`src/rtl/stage_decision.sv`:
```
// stage_decision: per-window cascade sequencer sitting behind the stage-sum
// accumulator. It fetches each stage's config, watches the weak-classifier
// results arrive, compares the final fp32 sum against the stage threshold and
// either advances to the next stage or reports the window verdict.
// Optional statistics counters are enabled by defining STAGE_DECISION_STATS_EN.
module stage_decision #(
    parameter int NUM_STAGES = 25,
    parameter int LEN_W      = 9,
    parameter int IDX_W      = 5
) (
    input  logic             clk_i,
    input  logic             rst_i,
    input  logic             window_start_i,
    input  logic             window_abort_i,
    output logic             cfg_req_o,
    input  logic             cfg_val_i,
    input  logic [31:0]      cfg_threshold_i,
    input  logic [LEN_W-1:0] cfg_len_i,
    input  logic [31:0]      stage_sum_i,
    input  logic             stage_sum_val_i,
    output logic             new_stage_o,
    output logic [IDX_W-1:0] stage_idx_o,
    output logic             busy_o,
    output logic             window_done_o,
    output logic             window_pass_o,
    output logic [IDX_W-1:0] reject_stage_o
`ifdef STAGE_DECISION_STATS_EN
    ,
    output logic [31:0]      stat_windows_o,
    output logic [31:0]      stat_passed_o,
    output logic [15:0]      stat_stray_o
`endif
);

    typedef enum logic [1:0] {IDLE, CFG, ACCUM, CMP} state_t;

    localparam logic [IDX_W-1:0] LAST_STAGE = IDX_W'(NUM_STAGES - 1);

    state_t           state_q, state_d;
    logic [IDX_W-1:0] stageIdx_q, stageIdx_d;
    logic [31:0]      threshold_q, threshold_d;
    logic [LEN_W-1:0] len_q, len_d;
    logic [31:0]      sum_q, sum_d;
    logic [LEN_W-1:0] weakCnt_q, weakCnt_d;
    logic             newStage_q, newStage_d;
    logic             done_q, done_d;
    logic             pass_q, pass_d;
    logic [IDX_W-1:0] reject_q, reject_d;
    logic             stagePass;

    // Map an fp32 value onto an unsigned key whose ordering matches the real
    // ordering; both zeros are folded onto +0.0 first so that -0.0 == +0.0.
    function automatic logic [31:0] fpKey(input logic [31:0] value);
        logic [31:0] norm;
        norm = (value[30:0] == 31'd0) ? 32'd0 : value;
        return norm[31] ? ~norm : (norm | 32'h8000_0000);
    endfunction

    // Stage verdict: running sum compared against the captured threshold.
    always_comb begin
        stagePass = (fpKey(sum_q) >= fpKey(threshold_q));
    end

    // Next-state and datapath updates; abort overrides every other event.
    always_comb begin
        state_d     = state_q;
        stageIdx_d  = stageIdx_q;
        threshold_d = threshold_q;
        len_d       = len_q;
        sum_d       = sum_q;
        weakCnt_d   = weakCnt_q;
        newStage_d  = 1'b0;
        done_d      = 1'b0;
        pass_d      = pass_q;
        reject_d    = reject_q;
        if (window_abort_i) begin
            state_d    = IDLE;
            stageIdx_d = '0;
        end else begin
            case (state_q)
                IDLE: begin
                    if (window_start_i) begin
                        stageIdx_d = '0;
                        state_d    = CFG;
                    end
                end
                CFG: begin
                    if (cfg_val_i) begin
                        threshold_d = cfg_threshold_i;
                        len_d       = cfg_len_i;
                        weakCnt_d   = '0;
                        sum_d       = 32'd0;
                        newStage_d  = 1'b1;
                        state_d     = (cfg_len_i == '0) ? CMP : ACCUM;
                    end
                end
                ACCUM: begin
                    if (stage_sum_val_i) begin
                        sum_d     = stage_sum_i;
                        weakCnt_d = weakCnt_q + LEN_W'(1);
                        if (weakCnt_q == len_q - LEN_W'(1)) begin
                            state_d = CMP;
                        end
                    end
                end
                CMP: begin
                    if (!stagePass) begin
                        done_d   = 1'b1;
                        pass_d   = 1'b0;
                        reject_d = stageIdx_q;
                        state_d  = IDLE;
                    end else if (stageIdx_q == LAST_STAGE) begin
                        done_d   = 1'b1;
                        pass_d   = 1'b1;
                        reject_d = '0;
                        state_d  = IDLE;
                    end else begin
                        stageIdx_d = stageIdx_q + IDX_W'(1);
                        state_d    = CFG;
                    end
                end
                default: state_d = IDLE;
            endcase
        end
    end

    // State and datapath registers with synchronous active-low reset.
    always_ff @(posedge clk_i) begin
        if (!rst_i) begin
            state_q     <= IDLE;
            stageIdx_q  <= '0;
            threshold_q <= 32'd0;
            len_q       <= '0;
            sum_q       <= 32'd0;
            weakCnt_q   <= '0;
            newStage_q  <= 1'b0;
            done_q      <= 1'b0;
            pass_q      <= 1'b0;
            reject_q    <= '0;
        end else begin
            state_q     <= state_d;
            stageIdx_q  <= stageIdx_d;
            threshold_q <= threshold_d;
            len_q       <= len_d;
            sum_q       <= sum_d;
            weakCnt_q   <= weakCnt_d;
            newStage_q  <= newStage_d;
            done_q      <= done_d;
            pass_q      <= pass_d;
            reject_q    <= reject_d;
        end
    end

    // Output drive: request and busy follow the state, the rest are registered.
    always_comb begin
        cfg_req_o      = (state_q == CFG);
        busy_o         = (state_q != IDLE);
        new_stage_o    = newStage_q;
        stage_idx_o    = stageIdx_q;
        window_done_o  = done_q;
        window_pass_o  = pass_q;
        reject_stage_o = reject_q;
    end

`ifdef STAGE_DECISION_STATS_EN
    logic [31:0] statWindows_q;
    logic [31:0] statPassed_q;
    logic [15:0] statStray_q;

    // Saturating statistics: verdicts, accepted windows and stray results.
    always_ff @(posedge clk_i) begin
        if (!rst_i) begin
            statWindows_q <= '0;
            statPassed_q  <= '0;
            statStray_q   <= '0;
        end else begin
            if (done_q && statWindows_q != '1) begin
                statWindows_q <= statWindows_q + 32'd1;
            end
            if (done_q && pass_q && statPassed_q != '1) begin
                statPassed_q <= statPassed_q + 32'd1;
            end
            if (stage_sum_val_i && state_q != ACCUM && statStray_q != '1) begin
                statStray_q <= statStray_q + 16'd1;
            end
        end
    end

    assign stat_windows_o = statWindows_q;
    assign stat_passed_o  = statPassed_q;
    assign stat_stray_o   = statStray_q;
`endif

endmodule

```
`config.mk`:
```
export PLATFORM = sky130hd
export DESIGN_NAME = stage_decision
export DESIGN_NICKNAME = d
export VERILOG_FILES = /design/src/rtl/stage_decision.sv
export SDC_FILE = /design/constraint.sdc
export NUM_CORES = 1
export LEC_CHECK = 0
export CAP_MARGIN = 10
export CORE_AREA = 2 2 102 104
export DETAILED_ROUTE_END_ITERATION = 12
export DIE_AREA = 0 0 104 106
export GPL_ROUTABILITY_DRIVEN = 1
export PLACE_DENSITY = 0.81
export SLEW_MARGIN = 20
export SYNTH_ARGS = -nofsm -noshare
export SYNTH_HDL_FRONTEND = slang
export SYNTH_SLANG_ARGS = --single-unit
```
`constraint.sdc`:
```
create_clock -name clk_i -period 7.9 [get_ports clk_i]
set_input_delay 1.185 -clock clk_i [delete_from_list [all_inputs] [get_ports clk_i]]
set_output_delay 1.185 -clock clk_i [all_outputs]
set_load 0.01 [all_outputs]
```
==> results_tabular.tex <==
\begin{tabular}{lr}
\hline
Metric & Value \\
\hline
\multicolumn{2}{l}{\textbf{Yosys}} \\
\quad Proportion of synthesized flip-flops having asynchronous set or reset & 0\% \\
\quad Most frequently used flop master after synthesis & sky130\_fd\_sc\_hd\_\_dfxtp\_1 \\
\quad Register area share after synthesis & 34.8\% \\
\quad Area share of the largest cell type after synthesis & 34.8\% \\
\quad Number of enable flip-flop cells after synthesis & 0 \\
\quad Post-synthesis register bit count & 97 \\
\quad Net count of the mapped netlist & 850 \\
\quad Number of unique standard cell types used by synthesis & 54 \\
\quad Netlist Area Pre-Place & 5590 µm² \\
\quad Total of warnings raised by yosys & 0 \\
\quad Cells taking the most area after synthesis & sky130\_fd\_sc\_hd\_\_dfxtp\_1, sky130\_fd\_sc\_hd\_\_nand2\_1, sky130\_fd\_sc\_hd\_\_ha\_1, sky130\_fd\_sc\_hd\_\_a21oi\_1, sky130\_fd\_sc\_hd\_\_xnor2\_1 \\
\quad Synthesized instance count & 732 \\
\quad Post-synthesis area per instance & 7.63 µm² \\
\quad Yosys top cell by area & sky130\_fd\_sc\_hd\_\_dfxtp\_1 \\
\multicolumn{2}{l}{\textbf{CTS}} \\
\quad Root cell of the clock tree & sky130\_fd\_sc\_hd\_\_clkbuf\_8 \\
\quad Clk sink count & 97 \\
\quad CTS Buffer Depth & 2 \\
\quad Clock edge transition at the registers on the reported setup and hold paths & 0.09 ns \\
\quad Total clock buffers created by CTS & 9 \\
\quad CTS H-tree depth & 3 \\
\quad Insertion delay of the later-clocked pin in the worst-skew pair & 0.37 ns \\
\quad Number of gates resized after cts & 0 \\
\quad Clock tree from TritonCTS & done \\
\quad Number of buffers inserted for hold repair after clock tree synthesis & 0 \\
\quad Total setup buffers inserted after CTS & 0 \\
\multicolumn{2}{l}{\textbf{STA}} \\
\quad Number of pins exceeding their max-slew limit in the final report & 0 \\
\quad Setup repair after global routing missed its margin & no \\
\quad Post-layout min period & 3.81 ns \\
\quad Total negative slack & 0 ns \\
\quad Count of endpoints failing hold in the final timing report & 0 \\
\quad Worst slew margin & 50.3\% \\
\quad Max Clk Rate & 0.263 GHz \\
\quad Clock Skews & 0.00903 ns \\
\quad Crit share post-route & 48.2\% \\
\quad Measured slew at the worst slew-check pin & 0.744 ns \\
\quad Final setup violation count & 0 \\
\multicolumn{2}{l}{\textbf{Final layout}} \\
\quad Antenna cells & 0 \\
\quad Synthesis-to-finish area growth & 20.7\% \\
\quad Final standard cell area without fillers & 6750 µm² \\
\quad Non-filler cells in the finished layout & 939 \\
\quad Share of layout cells above drive strength 1 & 3.99\% \\
\quad Commonest cells after routing, fill and taps aside & sky130\_fd\_sc\_hd\_\_nand2\_1, sky130\_fd\_sc\_hd\_\_dfxtp\_1, sky130\_fd\_sc\_hd\_\_clkdlybuf4s50\_1 \\
\quad Total Nets Final & 917 \\
\quad Most common cell after layout, fill and taps aside & sky130\_fd\_sc\_hd\_\_nand2\_1 \\
\quad Final core utilization & 67.5\% \\
\multicolumn{2}{l}{\textbf{Status}} \\
\quad Status & complete, no violations \\
\multicolumn{2}{l}{\textbf{Worst setup path}} \\
\quad Kind of critical path & reg -> reg \\
\quad Depth of the most critical reg-to-reg path & 12 \\
\quad Register-to-register path setup slack & 4.09 ns \\
\quad Cell breakdown of the critical path & nor4\_1, nand4\_1, or2\_2, nand2\_1, ha\_1, a21o\_1, a211o\_1, a2111oi\_0, o211a\_1, o22a\_2, o21ai\_1, a32o\_1 \\
\quad Crit. End Element & register \\
\quad Critical R2R Launch & threshold\_q[15] \\
\quad Arrival @ worst endpoint & 4.07 ns \\
\quad Crit path required time & 8.16 ns \\
\quad Crit start category & register \\
\quad RR Endpoint & reject\_stage\_o[3] \\
\quad Slowest cell on crit path & sky130\_fd\_sc\_hd\_\_or2\_2 \\
\quad Crit Path Max Fanout & 31 \\
\quad Delay of the slowest cell on the worst path & 0.54 ns \\
\multicolumn{2}{l}{\textbf{Place}} \\
\quad Final RePlAce weighted congestion & 0.878 \\
\quad Number of buffer cells added on primary ports & 93 \\
\quad Placed wire-length estimate after detailed placement & 10200 µm \\
\quad Cell area after placement & 6580 µm² \\
\quad Placed cell count & 924 \\
\multicolumn{2}{l}{\textbf{GRT}} \\
\quad Grt total ovfl & 0 \\
\quad Total global routing track utilization & 24.9\% \\
\quad Largest net degree at the start of global routing & 45 \\
\quad Global-route wire length before repair & 22800 µm \\
\quad Number of global-route vias before repair & 5125 \\
\quad Antenna violations before repair & 0 \\
\multicolumn{2}{l}{\textbf{Power and ir drop}} \\
\quad Total power consumption of the routed design & 1.04 mW \\
\quad Power Density & 154 nW/µm² \\
\quad Leakage & 2.53 nW \\
\quad Maximum resistive drop on vdd & 0.0000805 V \\
\multicolumn{2}{l}{\textbf{Hold path}} \\
\quad Path type of the worst min-delay path & reg -> reg \\
\quad Hold path depth & 2 \\
\quad Hold Startpoint & reject\_stage\_o[2] \\
\quad Worst-case hold path end point & reject\_stage\_o[2] \\
\multicolumn{2}{l}{\textbf{Route}} \\
\quad Drt total wl & 13500 µm \\
\quad Number of routed nets with antenna violations & 0 \\
\quad DR DRC count & 0 \\
\quad Routed length per instance & 14.4 µm \\
\quad Vias & 5179 \\
\quad Detailed-routing iteration count for the pre-antenna-repair pass & 5 \\
\quad Average vias per placed instance & 5.52 \\
\quad Iteration-0 DRC Markers & 248 \\
\multicolumn{2}{l}{\textbf{Die}} \\
\quad Initial standard-cell utilization of the core & 55.9\% \\
\quad Full die area & 11000 µm² \\
\quad Height of the die & 106 µm \\
\quad Die Wd & 104 µm \\
\quad I/O pin count & 94 \\
\quad Core outline area & 10000 µm² \\
\quad Number of core rows & 37 \\
\multicolumn{2}{l}{\textbf{Run}} \\
\quad Max Cap Viol & 0 \\
\hline
\end{tabular}
power by group:
| part | internal [mW] | total (mW) | switching, mW |
|---|---|---|---|
| combinational | 0.107 | 0.246 | 0.139 |
| clock | 0.113 | 0.282 | 0.168 |
| sequential | 0.499 | 0.510 | 0.0113 |
| total | 0.719 | 1.04 | 0.318 |
cell usage after synthesis (11+ instances only):
library cell	instances
sky130_fd_sc_hd__xor2_1	40
sky130_fd_sc_hd__a21oi_1	89
sky130_fd_sc_hd__dfxtp_1	97
sky130_fd_sc_hd__nand3_1	11
sky130_fd_sc_hd__clkbuf_1	39
sky130_fd_sc_hd__nand2_1	195
sky130_fd_sc_hd__nor2_1	47
sky130_fd_sc_hd__nor4_1	17
sky130_fd_sc_hd__ha_1	39
sky130_fd_sc_hd__xnor2_1	41
sky130_fd_sc_hd__inv_1	13
sky130_fd_sc_hd__o21ai_0	15
critical path, delay by kind of cell (launching register included):
family                   cells  cell delay [ns]
AO/OA/AOI/OAI                7             1.86
AND/OR/NAND/NOR              4             1.26
flip-flops                   1             0.34
adder cells (fa/ha/maj)      1             0.24
through the flow:
stage | worst slack, ns | hold slack [ns]
after detailed placement | 3.48 | 0.477
final | 4.09 | 0.483
after CTS | 3.86 | 0.490
after global placement | 3.71 | 0.463
after floorplan | 4.60 | 0.445
after global routing | 3.78 | 0.515
sequential cells by signal (all words and copies together) (netlist names):
register and cells:
window_pass_o 1, len_q 9, reject_stage_o 5, weakCnt_q 9
stage_idx_o 5, state_q 2, threshold_q 32, window_done_o 1
sum_q 32, new_stage_o 1
cell families after synthesis:
kind of cell,after synthesis,share of synthesized area (%)
mux,2,0.358
compound gates,142,15.1
simple gates,314,24.6
fa+ha+maj,39,8.73
xor+xnor,81,12.7
flops,97,34.8
buf+inv,57,3.83
layout make-up:
class	instances	area, µm²
Sequential cell	97	1940
Timing Repair Buffer	99	976
Tap cell	136	170
Clock inverter	4	31.3
Fill cell	885	3250
Inverter	14	52.6
Multi-Input combinational cell	578	3440
Clock buffer	11	131
worst max-delay path by stage:
stage | start | end | slack, ns | depth (start not counted)
finish | threshold_q[15] | reject_stage_o[3] | 4.09 | 12
global route | threshold_q[15] | reject_stage_o[3] | 3.78 | 12
CTS | rst_i | stage_idx_o[0] | 3.86 | 6
detailed placement | rst_i | stage_idx_o[0] | 3.48 | 6
global placement | rst_i | stage_idx_o[1] | 3.71 | 6
floorplan | threshold_q[15] | reject_stage_o[0] | 4.60 | 14
routing by layer:
metal  share of wire [%]  global-route usage (%)  up-vias
li1                    -                       -     2624
met3                 4.3                    4.17       31
met1                  42                    29.3     2392
met5                   0                       0        -
met2                  52                    45.2      132
met4                 2.3                    10.1        0
No activity file was read; power rests on OpenSTA's default activity.
